===== src/rtl/mips_pkg.sv =====
// Shared MIPS definitions: opcodes, control-FSM state encodings, mux/ALU codes
// and the packed control-strobe bundle driven by mc_control.
package mips_pkg;

  localparam logic [5:0] OP_RTYPE = 6'b000000;
  localparam logic [5:0] OP_LW    = 6'b100011;
  localparam logic [5:0] OP_SW    = 6'b101011;
  localparam logic [5:0] OP_BEQ   = 6'b000100;
  localparam logic [5:0] OP_J     = 6'b000010;
  localparam logic [5:0] OP_ADDI  = 6'b001000;

  localparam logic [3:0] S_FETCH  = 4'd0;
  localparam logic [3:0] S_DECODE = 4'd1;
  localparam logic [3:0] S_MEMADR = 4'd2;
  localparam logic [3:0] S_MEMRD  = 4'd3;
  localparam logic [3:0] S_MEMWB  = 4'd4;
  localparam logic [3:0] S_MEMWR  = 4'd5;
  localparam logic [3:0] S_EXEC   = 4'd6;
  localparam logic [3:0] S_ALUWB  = 4'd7;
  localparam logic [3:0] S_BRANCH = 4'd8;
  localparam logic [3:0] S_JUMP   = 4'd9;
  localparam logic [3:0] S_ADDIEX = 4'd10;
  localparam logic [3:0] S_ADDIWB = 4'd11;

  localparam logic [1:0] ALUOP_ADD   = 2'b00;
  localparam logic [1:0] ALUOP_SUB   = 2'b01;
  localparam logic [1:0] ALUOP_FUNCT = 2'b10;

  localparam logic [1:0] PCSRC_ALU    = 2'b00;
  localparam logic [1:0] PCSRC_ALUOUT = 2'b01;
  localparam logic [1:0] PCSRC_JUMP   = 2'b10;

  localparam logic [1:0] SRCB_REG    = 2'b00;
  localparam logic [1:0] SRCB_FOUR   = 2'b01;
  localparam logic [1:0] SRCB_IMM    = 2'b10;
  localparam logic [1:0] SRCB_BRANCH = 2'b11;

  typedef struct packed {
    logic       pcWrite;
    logic       pcWriteCond;
    logic       irWrite;
    logic       memRead;
    logic       memWrite;
    logic       regWrite;
    logic       iorD;
    logic       memToReg;
    logic       regDst;
    logic       aluSrcA;
    logic [1:0] aluSrcB;
    logic [1:0] aluOp;
    logic [1:0] pcSource;
  } ctrl_t;

endpackage


===== src/rtl/mc_control.sv =====
// Multicycle MIPS control FSM: state register, next-state, output decode and
// retired-instruction counter. MC_CTRL_ADDI_EN enables the addi path.
module mc_control
  import mips_pkg::*;
#(
  parameter int CNT_W = 32
) (
  input  logic             clk,
  input  logic             rst,
  input  logic [5:0]       opcode,
  input  logic             memReady,
  output logic             pcWrite,
  output logic             pcWriteCond,
  output logic             irWrite,
  output logic             memRead,
  output logic             memWrite,
  output logic             regWrite,
  output logic             iorD,
  output logic             memToReg,
  output logic             regDst,
  output logic             aluSrcA,
  output logic [1:0]       aluSrcB,
  output logic [1:0]       aluOp,
  output logic [1:0]       pcSource,
  output logic [3:0]       state,
  output logic             illegal,
  output logic [CNT_W-1:0] instCount
);

  logic [3:0]       state_q, state_d;
  logic [CNT_W-1:0] cnt_q, cnt_d;
  logic             bad_op;
  logic             retire;
  ctrl_t            c;

  always_comb begin
    state_d = state_q;
    bad_op  = 1'b0;
    case (state_q)
      S_FETCH:  if (memReady) state_d = S_DECODE;
      S_DECODE: begin
        case (opcode)
          OP_LW, OP_SW: state_d = S_MEMADR;
          OP_RTYPE:     state_d = S_EXEC;
          OP_BEQ:       state_d = S_BRANCH;
          OP_J:         state_d = S_JUMP;
`ifdef MC_CTRL_ADDI_EN
          OP_ADDI:      state_d = S_ADDIEX;
`endif
          default: begin
            state_d = S_FETCH;
            bad_op  = 1'b1;
          end
        endcase
      end
      S_MEMADR: state_d = (opcode == OP_LW) ? S_MEMRD : S_MEMWR;
      S_MEMRD:  if (memReady) state_d = S_MEMWB;
      S_MEMWB:  state_d = S_FETCH;
      S_MEMWR:  if (memReady) state_d = S_FETCH;
      S_EXEC:   state_d = S_ALUWB;
      S_ALUWB:  state_d = S_FETCH;
      S_BRANCH: state_d = S_FETCH;
      S_JUMP:   state_d = S_FETCH;
`ifdef MC_CTRL_ADDI_EN
      S_ADDIEX: state_d = S_ADDIWB;
      S_ADDIWB: state_d = S_FETCH;
`endif
      default:  state_d = S_FETCH;
    endcase
  end

  // Illegal-opcode exits land in FETCH without retiring anything.
  assign retire = (state_q != S_FETCH) && (state_d == S_FETCH) && !bad_op;
  assign cnt_d  = cnt_q + CNT_W'(retire);

  always_ff @(posedge clk) begin
    if (rst) begin
      state_q <= S_FETCH;
      cnt_q   <= '0;
    end else begin
      state_q <= state_d;
      cnt_q   <= cnt_d;
    end
  end

  // Under reset the selects decode as FETCH and every write strobe is masked.
  always_comb begin
    c = '0;
    case (rst ? S_FETCH : state_q)
      S_FETCH: begin
        c.memRead = 1'b1;
        c.aluSrcB = SRCB_FOUR;
        c.pcSource = PCSRC_ALU;
        c.irWrite = memReady;
        c.pcWrite = memReady;
      end
      S_DECODE: c.aluSrcB = SRCB_BRANCH;
      S_MEMADR: begin
        c.aluSrcA = 1'b1;
        c.aluSrcB = SRCB_IMM;
      end
      S_MEMRD: begin
        c.memRead = 1'b1;
        c.iorD    = 1'b1;
      end
      S_MEMWB: begin
        c.regWrite = 1'b1;
        c.memToReg = 1'b1;
      end
      S_MEMWR: begin
        c.memWrite = 1'b1;
        c.iorD     = 1'b1;
      end
      S_EXEC: begin
        c.aluSrcA = 1'b1;
        c.aluOp   = ALUOP_FUNCT;
      end
      S_ALUWB: begin
        c.regWrite = 1'b1;
        c.regDst   = 1'b1;
      end
      S_BRANCH: begin
        c.aluSrcA     = 1'b1;
        c.aluOp       = ALUOP_SUB;
        c.pcWriteCond = 1'b1;
        c.pcSource    = PCSRC_ALUOUT;
      end
      S_JUMP: begin
        c.pcWrite  = 1'b1;
        c.pcSource = PCSRC_JUMP;
      end
`ifdef MC_CTRL_ADDI_EN
      S_ADDIEX: begin
        c.aluSrcA = 1'b1;
        c.aluSrcB = SRCB_IMM;
        c.aluOp   = ALUOP_ADD;
      end
      S_ADDIWB: c.regWrite = 1'b1;
`endif
      default: c = '0;
    endcase
    if (rst) begin
      c.pcWrite     = 1'b0;
      c.pcWriteCond = 1'b0;
      c.irWrite     = 1'b0;
      c.memWrite    = 1'b0;
      c.regWrite    = 1'b0;
    end
  end

  assign pcWrite     = c.pcWrite;
  assign pcWriteCond = c.pcWriteCond;
  assign irWrite     = c.irWrite;
  assign memRead     = c.memRead;
  assign memWrite    = c.memWrite;
  assign regWrite    = c.regWrite;
  assign iorD        = c.iorD;
  assign memToReg    = c.memToReg;
  assign regDst      = c.regDst;
  assign aluSrcA     = c.aluSrcA;
  assign aluSrcB     = c.aluSrcB;
  assign aluOp       = c.aluOp;
  assign pcSource    = c.pcSource;
  assign state       = state_q;
  assign illegal     = bad_op & ~rst;
  assign instCount   = cnt_q;

endmodule

===== config.mk =====
export PLATFORM = sky130hd
export DESIGN_NAME = mc_control
export DESIGN_NICKNAME = d
export VERILOG_FILES = /design/src/rtl/mips_pkg.sv /design/src/rtl/mc_control.sv
export SDC_FILE = /design/constraint.sdc
export NUM_CORES = 1
export LEC_CHECK = 0
export CORE_MARGIN = 1.5
export CORE_UTILIZATION = 40
export DETAILED_ROUTE_END_ITERATION = 10
export GPL_TIMING_DRIVEN = 1
export PLACE_DENSITY_LB_ADDON = 0.1
export REMOVE_ABC_BUFFERS = 1
export SYNTH_ARGS = -nofsm -noshare
export SYNTH_HDL_FRONTEND = slang
export SYNTH_SLANG_ARGS = --single-unit

===== constraint.sdc =====
create_clock -name clk -period 3.7 [get_ports clk]
set_clock_uncertainty 0.15 [all_clocks]
set_input_delay 0.37 -clock clk [delete_from_list [all_inputs] [get_ports clk]]
set_output_delay 0.37 -clock clk [all_outputs]
set_load 0.01 [all_outputs]

-- Word-level counts from Yosys, hierarchy flattened
Cells that the tools add are included.
- reduce and logical (&&, ||, !) cells: 14
- equality and inequality tests: 18
- add/sub/neg operators: 1
- bitwise logic cells: 2
- muxes and demuxes: 24
- operators by type and width (kind ; count):
    32-bit by 1-bit adder with 32-bit output ; 1
    4-bit by 3-bit equality test with 1-bit output (second input constant) ; 6
    4-bit case mux with 6 select lines ; 1
    4-bit by 2-bit equality test with 1-bit output (second input constant) ; 4
    4-bit 2-to-1 mux ; 4
    4-bit case mux with 4 select lines ; 1
    6-bit equality test (second input constant) ; 2
    4-bit logical NOT ; 3
    1-bit 2-to-1 mux ; 11
    4-bit by 1-bit equality test with 1-bit output (second input constant) ; 2
    4-bit equality test (second input constant) ; 2
    2-bit case mux with 2 select lines ; 2
    2-bit OR reduction ; 4
    6-bit by 2-bit equality test with 1-bit output (second input constant) ; 1
    6-bit by 3-bit equality test with 1-bit output (second input constant) ; 1
    6-bit logical NOT ; 1
    3-bit 2-to-1 mux ; 2
    2-bit case mux with 3 select lines ; 1
    5-bit OR reduction ; 1
    4-bit nonzero test ; 1
    3-bit OR reduction ; 1
    1-bit logical AND ; 2
    2-bit 2-to-1 mux ; 1
    1-bit case mux with 2 select lines ; 1
    other kinds (3) ; 3
- register bits: 36

-- Logic depth before layout (Yosys ltp)
Gate-level depths: netlist of the first run.
- depth in word-level cells: 8
- mapped depth: 11
- mapped depth without buffers: 9

-- Worst setup path after synthesis of the first run
No wires, ideal clock.
- kind: register to register
- start: register state_q[1], in the netlist state[1]
- end: register cnt_q[24], in the netlist instCount[24]
- stages on the path, launching flop included: 12
- data arrival time: 2461 ps
- data required time: 3480 ps
- setup time: 70 ps
- path buffers: 2
- slack: 1019 ps
- cell sequence: dfxtp_1 nand2b_1 clkbuf_1 o211ai_1 nand2b_1 ha_1 ha_1 and3_1 clkbuf_1 nand3_1 or4_1 a21oi_1
- cells in the longest elaborated chain, start to end: 6
- elaborated cells between the ends (all ways): 17
- classes of those cells: 1 x add/sub; 5 x eq/ne; 5 x mux; 6 x reduce/logical
- RTL lines (what ; line ; text):
    start, declared ; mc_control.sv:30 ; logic [3:0] state_q, state_d;
    start signal, assigned ; mc_control.sv:81 ; state_q <= state_d;
    4-bit by 3-bit equality test with 1-bit output, or another cell as far along ; mc_control.sv:39 ; case (state_q)
    4-bit case mux with 6 select lines ; mc_control.sv:39 ;
    4-bit logical NOT ; mc_control.sv:73 ; assign retire = (state_q != S_FETCH) && (state_d == S_FETCH) && !bad_op;
    1-bit logical AND ; mc_control.sv:73 ;
    1-bit logical AND * ; mc_control.sv:73 ;
    32-bit by 1-bit adder with 32-bit output * ; mc_control.sv:74 ; assign cnt_d = cnt_q + CNT_W'(retire);
    end signal, assigned ; mc_control.sv:82 ; cnt_q <= cnt_d;
    end, declared ; mc_control.sv:31 ; logic [CNT_W-1:0] cnt_q, cnt_d;
Every way passes the cells marked *; elsewhere a longest branch is shown, timed or not.
A chain may end at the register's enable or synchronous reset.

-- Worst setup path after layout of the first run
Ends and elaborated chain as after synthesis.

==> results.cfg, run 1 <==
[run_status]
outcome = completed

[timing]
fin_crit_ps = 2980
relSlewSlack = 0.557
slew_violations = 0
fin_ws_ps = 718
finalSetupViolations = 0
setup_tns_ps = 0
period_share = 0.806
max_freq_ghz = 0.335
worstMarginPinSlew_ps = 662
hold_viol = 0
rsz0062_at_grt = no

[global_routing]
grt_pass1_wl_um = 8510
grt_max_degree = 44
antenna_found_initial = 0
grt-ovfl-total = 0
track_usage = 0.195
grt_pass1_vias = 1843

[floorplan]
rows = 25
start_util = 0.423
io_pins = 62
core_um2 = 4790
die_area_um2 = 5500
die_w_um = 74.1
die_h_um = 74.1

[yosys]
yosysTopAreaCell = dfxtp_1
ys_seq_elements = 36
synth_top_cell_area_share = 0.356
yosysUniqueCellTypes = 42
syn-cell-area_um2 = 2020
yosysWarningCount = 0
syn_inst = 256
synthTopCellsByArea = dfxtp_1, nor2_1, a21oi_1
syn_area_per_cell_um2 = 7.91
seq_area_frac_synth = 0.356

[clock_network]
path_clk_slew_ps = 70
htreeDepth = 2
tritoncts = done
numCtsBuffers = 5
numClockSinks = 36
clock_path_buffers = 2
clock_latency_ps = 290
ctsHoldBuffers = 0
post_cts.repair.setup_buffers = 0
ctsResizeCount = 0
cts-root-buf = clkbuf_8

[power]
vdd_drop_max_uv = 170
leakage_nw = 0.883
p_per_area_nw_per_um2 = 264

[setup_path]
cp.required_ps = 3770
cp_data_arrival_time_ps = 3060
crit_path_end_kind = flip-flop
crit_fanout = 14
cp-startpoint = state[1]
critPathLaunchType = flip-flop
reg2reg_from = state[1]
crit_type = reg2reg

[routing]
drt-vias-per-instance = 5.47
finalWirelength_um = 5130
antenna_left = 0
wire_per_inst_um = 13.6
vias = 2066
drc = 0
drt-initial-drc-count = 120
firstDrtPassIters = 4

[cells_and_area]
diodes = 0
mostFrequentLayoutCell = clkdlybuf4s50_1
layout.cells.non_filler = 378
drive_above_1_share = 0.0772
syn_to_final_growth_pct = 36.4
nets = 321
layout_common_cells = clkdlybuf4s50_1, dfxtp_1, nor2_1

[place]
dp_cells = 370
gp_congestion = 0.775
portBuffers = 61
dpl_worst_slack_ps = 642
dp_hpwl_um = 3630

[min_path]
min-delay-start = instCount[31]
hold_class = reg2reg

[run]
drv_cap = 0
## power by group
group,leakage (nW),total [mW],internal (mW),switching [mW]
logic,0.548,0.0451,0.0219,0.0233
clock network,0.0445,0.293,0.151,0.142
registers,0.290,0.391,0.388,0.00284
total,0.883,0.729,0.561,0.168
## critical path, stage by stage, from the launching register on
cell and delay, ps:
dfxtp_1 570, nand2b_1 330, o211ai_1 120, nand2b_1 80, ha_1 200, ha_1 210, and3_1 330, nand3_1 270
or4_1 520, a21oi_1 140
## cells by family after synthesis
kind of cell | count (synthesis) | synth area share
and+or+nand+nor | 136 | 0.371
AOI/OAI and AO/OA | 44 | 0.133
DFF | 36 | 0.356
buffers and inverters | 19 | 0.0383
xor gates and xnor gates | 13 | 0.0562
muxes | 6 | 0.0328
adders and majority gates | 2 | 0.0124
## flip-flops by register name (all words and copies together), names as in the netlist
signal,flops
instCount,32
state,4
## cell usage after synthesis, drive strengths merged
| master | instances |
|---|---|
| dfxtp | 36 |
| nor3 | 13 |
| inv | 3 |
| nand2 | 16 |
| a31oi | 1 |
| nand4 | 12 |
| nor4 | 4 |
| o21bai | 1 |
| mux2 | 5 |
| and3 | 3 |
| xor2 | 8 |
| nor2 | 29 |
| clkbuf | 11 |
| a21oi | 21 |
| or2 | 3 |
| nor2b | 8 |
| ha | 2 |
| and4 | 5 |
| nand3 | 16 |
| or3 | 5 |
| or4b | 1 |
| nand2b | 6 |
| nand3b | 2 |
| o41ai | 4 |
| buf | 5 |
| o21ba | 1 |
| nor4b | 1 |
| a21o | 2 |
| mux2i | 1 |
| xnor2 | 5 |
| and2 | 1 |
| o21ai | 6 |
| or4 | 11 |
| o211ai | 1 |
| o31ai | 6 |
| a31o | 1 |
## through the flow
| step | area [um^2] | util | power (mW) | hold slack [ps] |
|---|---|---|---|---|
| global route | 2760 | 0.577 | 0.760 | 356 |
| floorplan | 1960 | - | 0.415 | 289 |
| CTS | 2760 | 0.577 | 0.740 | 333 |
| detailed placement | 2670 | 0.557 | 0.445 | 323 |
| finish | 2760 | 0.577 | 0.729 | 335 |
| global placement | 2670 | 0.557 | 0.445 | 314 |
## final cells by class
type,instances,area (um^2)
fillers,457,2020
multi-input cells,201,1230
flip-flops and latches,36,721
repair buffers,63,626
clock buffers,7,86.3
well taps,67,83.8
inverters,3,11.3
clock inverters,1,7.51
## routing by layer
metal	GRT usage	up-vias	part of all wire
met5	0	-	0
met1	0.279	961	0.50
met4	0.0370	0	0.0072
li1	-	1046	-
met2	0.296	52	0.43
met3	0.0542	7	0.056
## final timing paths
path / cells after the start / slack (ps) / to
worst max-delay path: 9 / 720 / instCount[24]
worst min-delay path: 2 / 330 / instCount[31]
worst max register to register: 9 / 720 / instCount[24]
worst min register to register: 2 / 330 / instCount[31]
Note: power is estimated with default switching activity, not from simulation.
==> run 2, diff against run 1 <==
clock period = 2.45 ns   (was 3.7 ns; I/O delays follow)
==> run 2 against run 1 <==
Clock-buffer cell count unchanged. Sequential power is 50% higher. Global-route usage up 1.8 points. First-iteration DRC count is 35% lower. Sequential share of layout area fell by 1.6 points. Critical path depth shrank 5. Non-clock buffer count up 22. Setup slack worse by 640 ps. Sequential cell count unchanged.
==> results.cfg, run 2 (synthesis gave the netlist of run 1 again) <==
[power]
p_per_area_nw_per_um2 = 371
total_power_mw = 1.10
leakage_nw = 1.00
vdd_drop_max_uv = 218

[clock_network]
tritoncts = done
path_clk_slew_ps = 80
numClockSinks = 36
clock_latency_ps = 290
htreeDepth = 2
numCtsBuffers = 5
clock_path_buffers = 2
post_cts.repair.setup_buffers = 0
cts-root-buf = clkbuf_8

[routing]
antenna_left = 0
firstDrtPassIters = 4
vias = 2128
drc = 0
drt-initial-drc-count = 78
finalWirelength_um = 5510
drt-vias-per-instance = 5.32
wire_per_inst_um = 13.8

[place]
portBuffers = 61
place_area_um2 = 2830
gp_congestion = 0.851
dp_hpwl_um = 3980

[min_path]
hold_class = reg2reg

[cells_and_area]
largest_reg_flops = 32
layout_common_cells = clkdlybuf4s50_1, dfxtp_1, nor2_1
fill_cells = 448
final_area_um2 = 2970
diodes = 0
drive_above_1_share = 0.165
syn_to_final_growth_pct = 46.5
mostFrequentLayoutCell = clkdlybuf4s50_1
nets = 343
postLayoutCoreUtil = 0.620

[timing]
setup_tns_ps = 0
relSlewSlack = 0.671
hold_viol = 0
slew_violations = 0
worstMarginPinSlew_ps = 489
period_share = 0.970
fin_crit_ps = 2380
max_freq_ghz = 0.421
finalSetupViolations = 0

[setup_path]
crit_type = reg2out
crit_fanout = 7
critPathLaunchType = flip-flop
cp_data_arrival_time_ps = 1980
crit_path_end_kind = primary output
cp.required_ps = 2060

[global_routing]
grt_pass1_vias = 1923
track_usage = 0.213
grt_max_degree = 35
antenna_found_initial = 0
grt_pass1_wl_um = 9140
grt-ovfl-total = 0

[run]
drv_cap = 0

[floorplan]
die_area_um2 = 5500
core_um2 = 4790
die_h_um = 74.1
die_w_um = 74.1
start_util = 0.423
rows = 25
io_pins = 62

[run_status]
outcome = completed
==> run 2: changes by cell type in the layout (fill, tap and decap cells not counted), sizes merged <==
| cell | previous run | this run |
|---|---|---|
| buf | 2 | 24 |
| clkinv | 0 | 1 |
| clkinvlp | 1 | 0 |
==> run 2: path summary, 6_finish.rpt <==
kind / startpoint / end / slack (ps) / cells past startpoint
worst max register to register: state[1] / instCount[18] / 170 / 10
worst min register to register: instCount[31] / instCount[31] / 330 / 2
worst min-delay path: instCount[31] / instCount[31] / 330 / 2
worst max-delay path: state[3] / pcWrite / 70 / 4
==> run 2: routing by layer <==
metal / track usage / vias to the layer above / part of all wire
met5: 0 / - / 0
met4: 0.0473 / 0 / 0.0018
met3: 0.0678 / 2 / 0.065
met2: 0.304 / 64 / 0.43
met1: 0.312 / 975 / 0.50
li1: - / 1087 / -
==> run 2: critical path, stage by stage, from the launching register on <==
cell,delay [ps]
dfxtp_2,360
or3_4,410
nor4b_4,250
or2_2,150
clkdlybuf4s50_1,520
==> run 2: cell type report <==
cell class | count | area (um^2) | area share
Clock buffer | 7 | 76.3 | 0.0257
Clock inverter | 1 | 8.76 | 0.00295
Inverter | 3 | 11.3 | 0.00380
Multi-Input combinational cell | 201 | 1270 | 0.427
Sequential cell | 36 | 726 | 0.245
Tap cell | 67 | 83.8 | 0.0283
Timing Repair Buffer | 85 | 795 | 0.268
==> run 2: what timing repair did <==
item	in CTS	in global routing
resized for setup	4	8
setup endpoints to repair	2	11
hold buffers	0	0
pin swaps	1	1
==> run 2: through the flow <==
step	hold WS (ps)	cells	setup slack (ps)
final	327	400	74.3
after global routing	347	400	-4.73
after CTS	331	400	11.6
after detailed placement	320	392	-85.3
after global placement	319	392	-51.1
after floorplan	164	240	-201
==> run 2: power by group <==
group          total (mW)  internal, mW  switching, mW  leakage (nW)
registers           0.588         0.586        0.00151         0.292
logic              0.0852        0.0429         0.0423         0.668
clock network       0.427         0.203          0.224        0.0424
==> run 3, diff against run 2 <==
CTS_CLUSTER_SIZE = 10   (was unset)
SKIP_LAST_GASP = 1   (was unset)
==> results of run 3 <==
Final layout, timing and power as in run 2 (identical DEF).
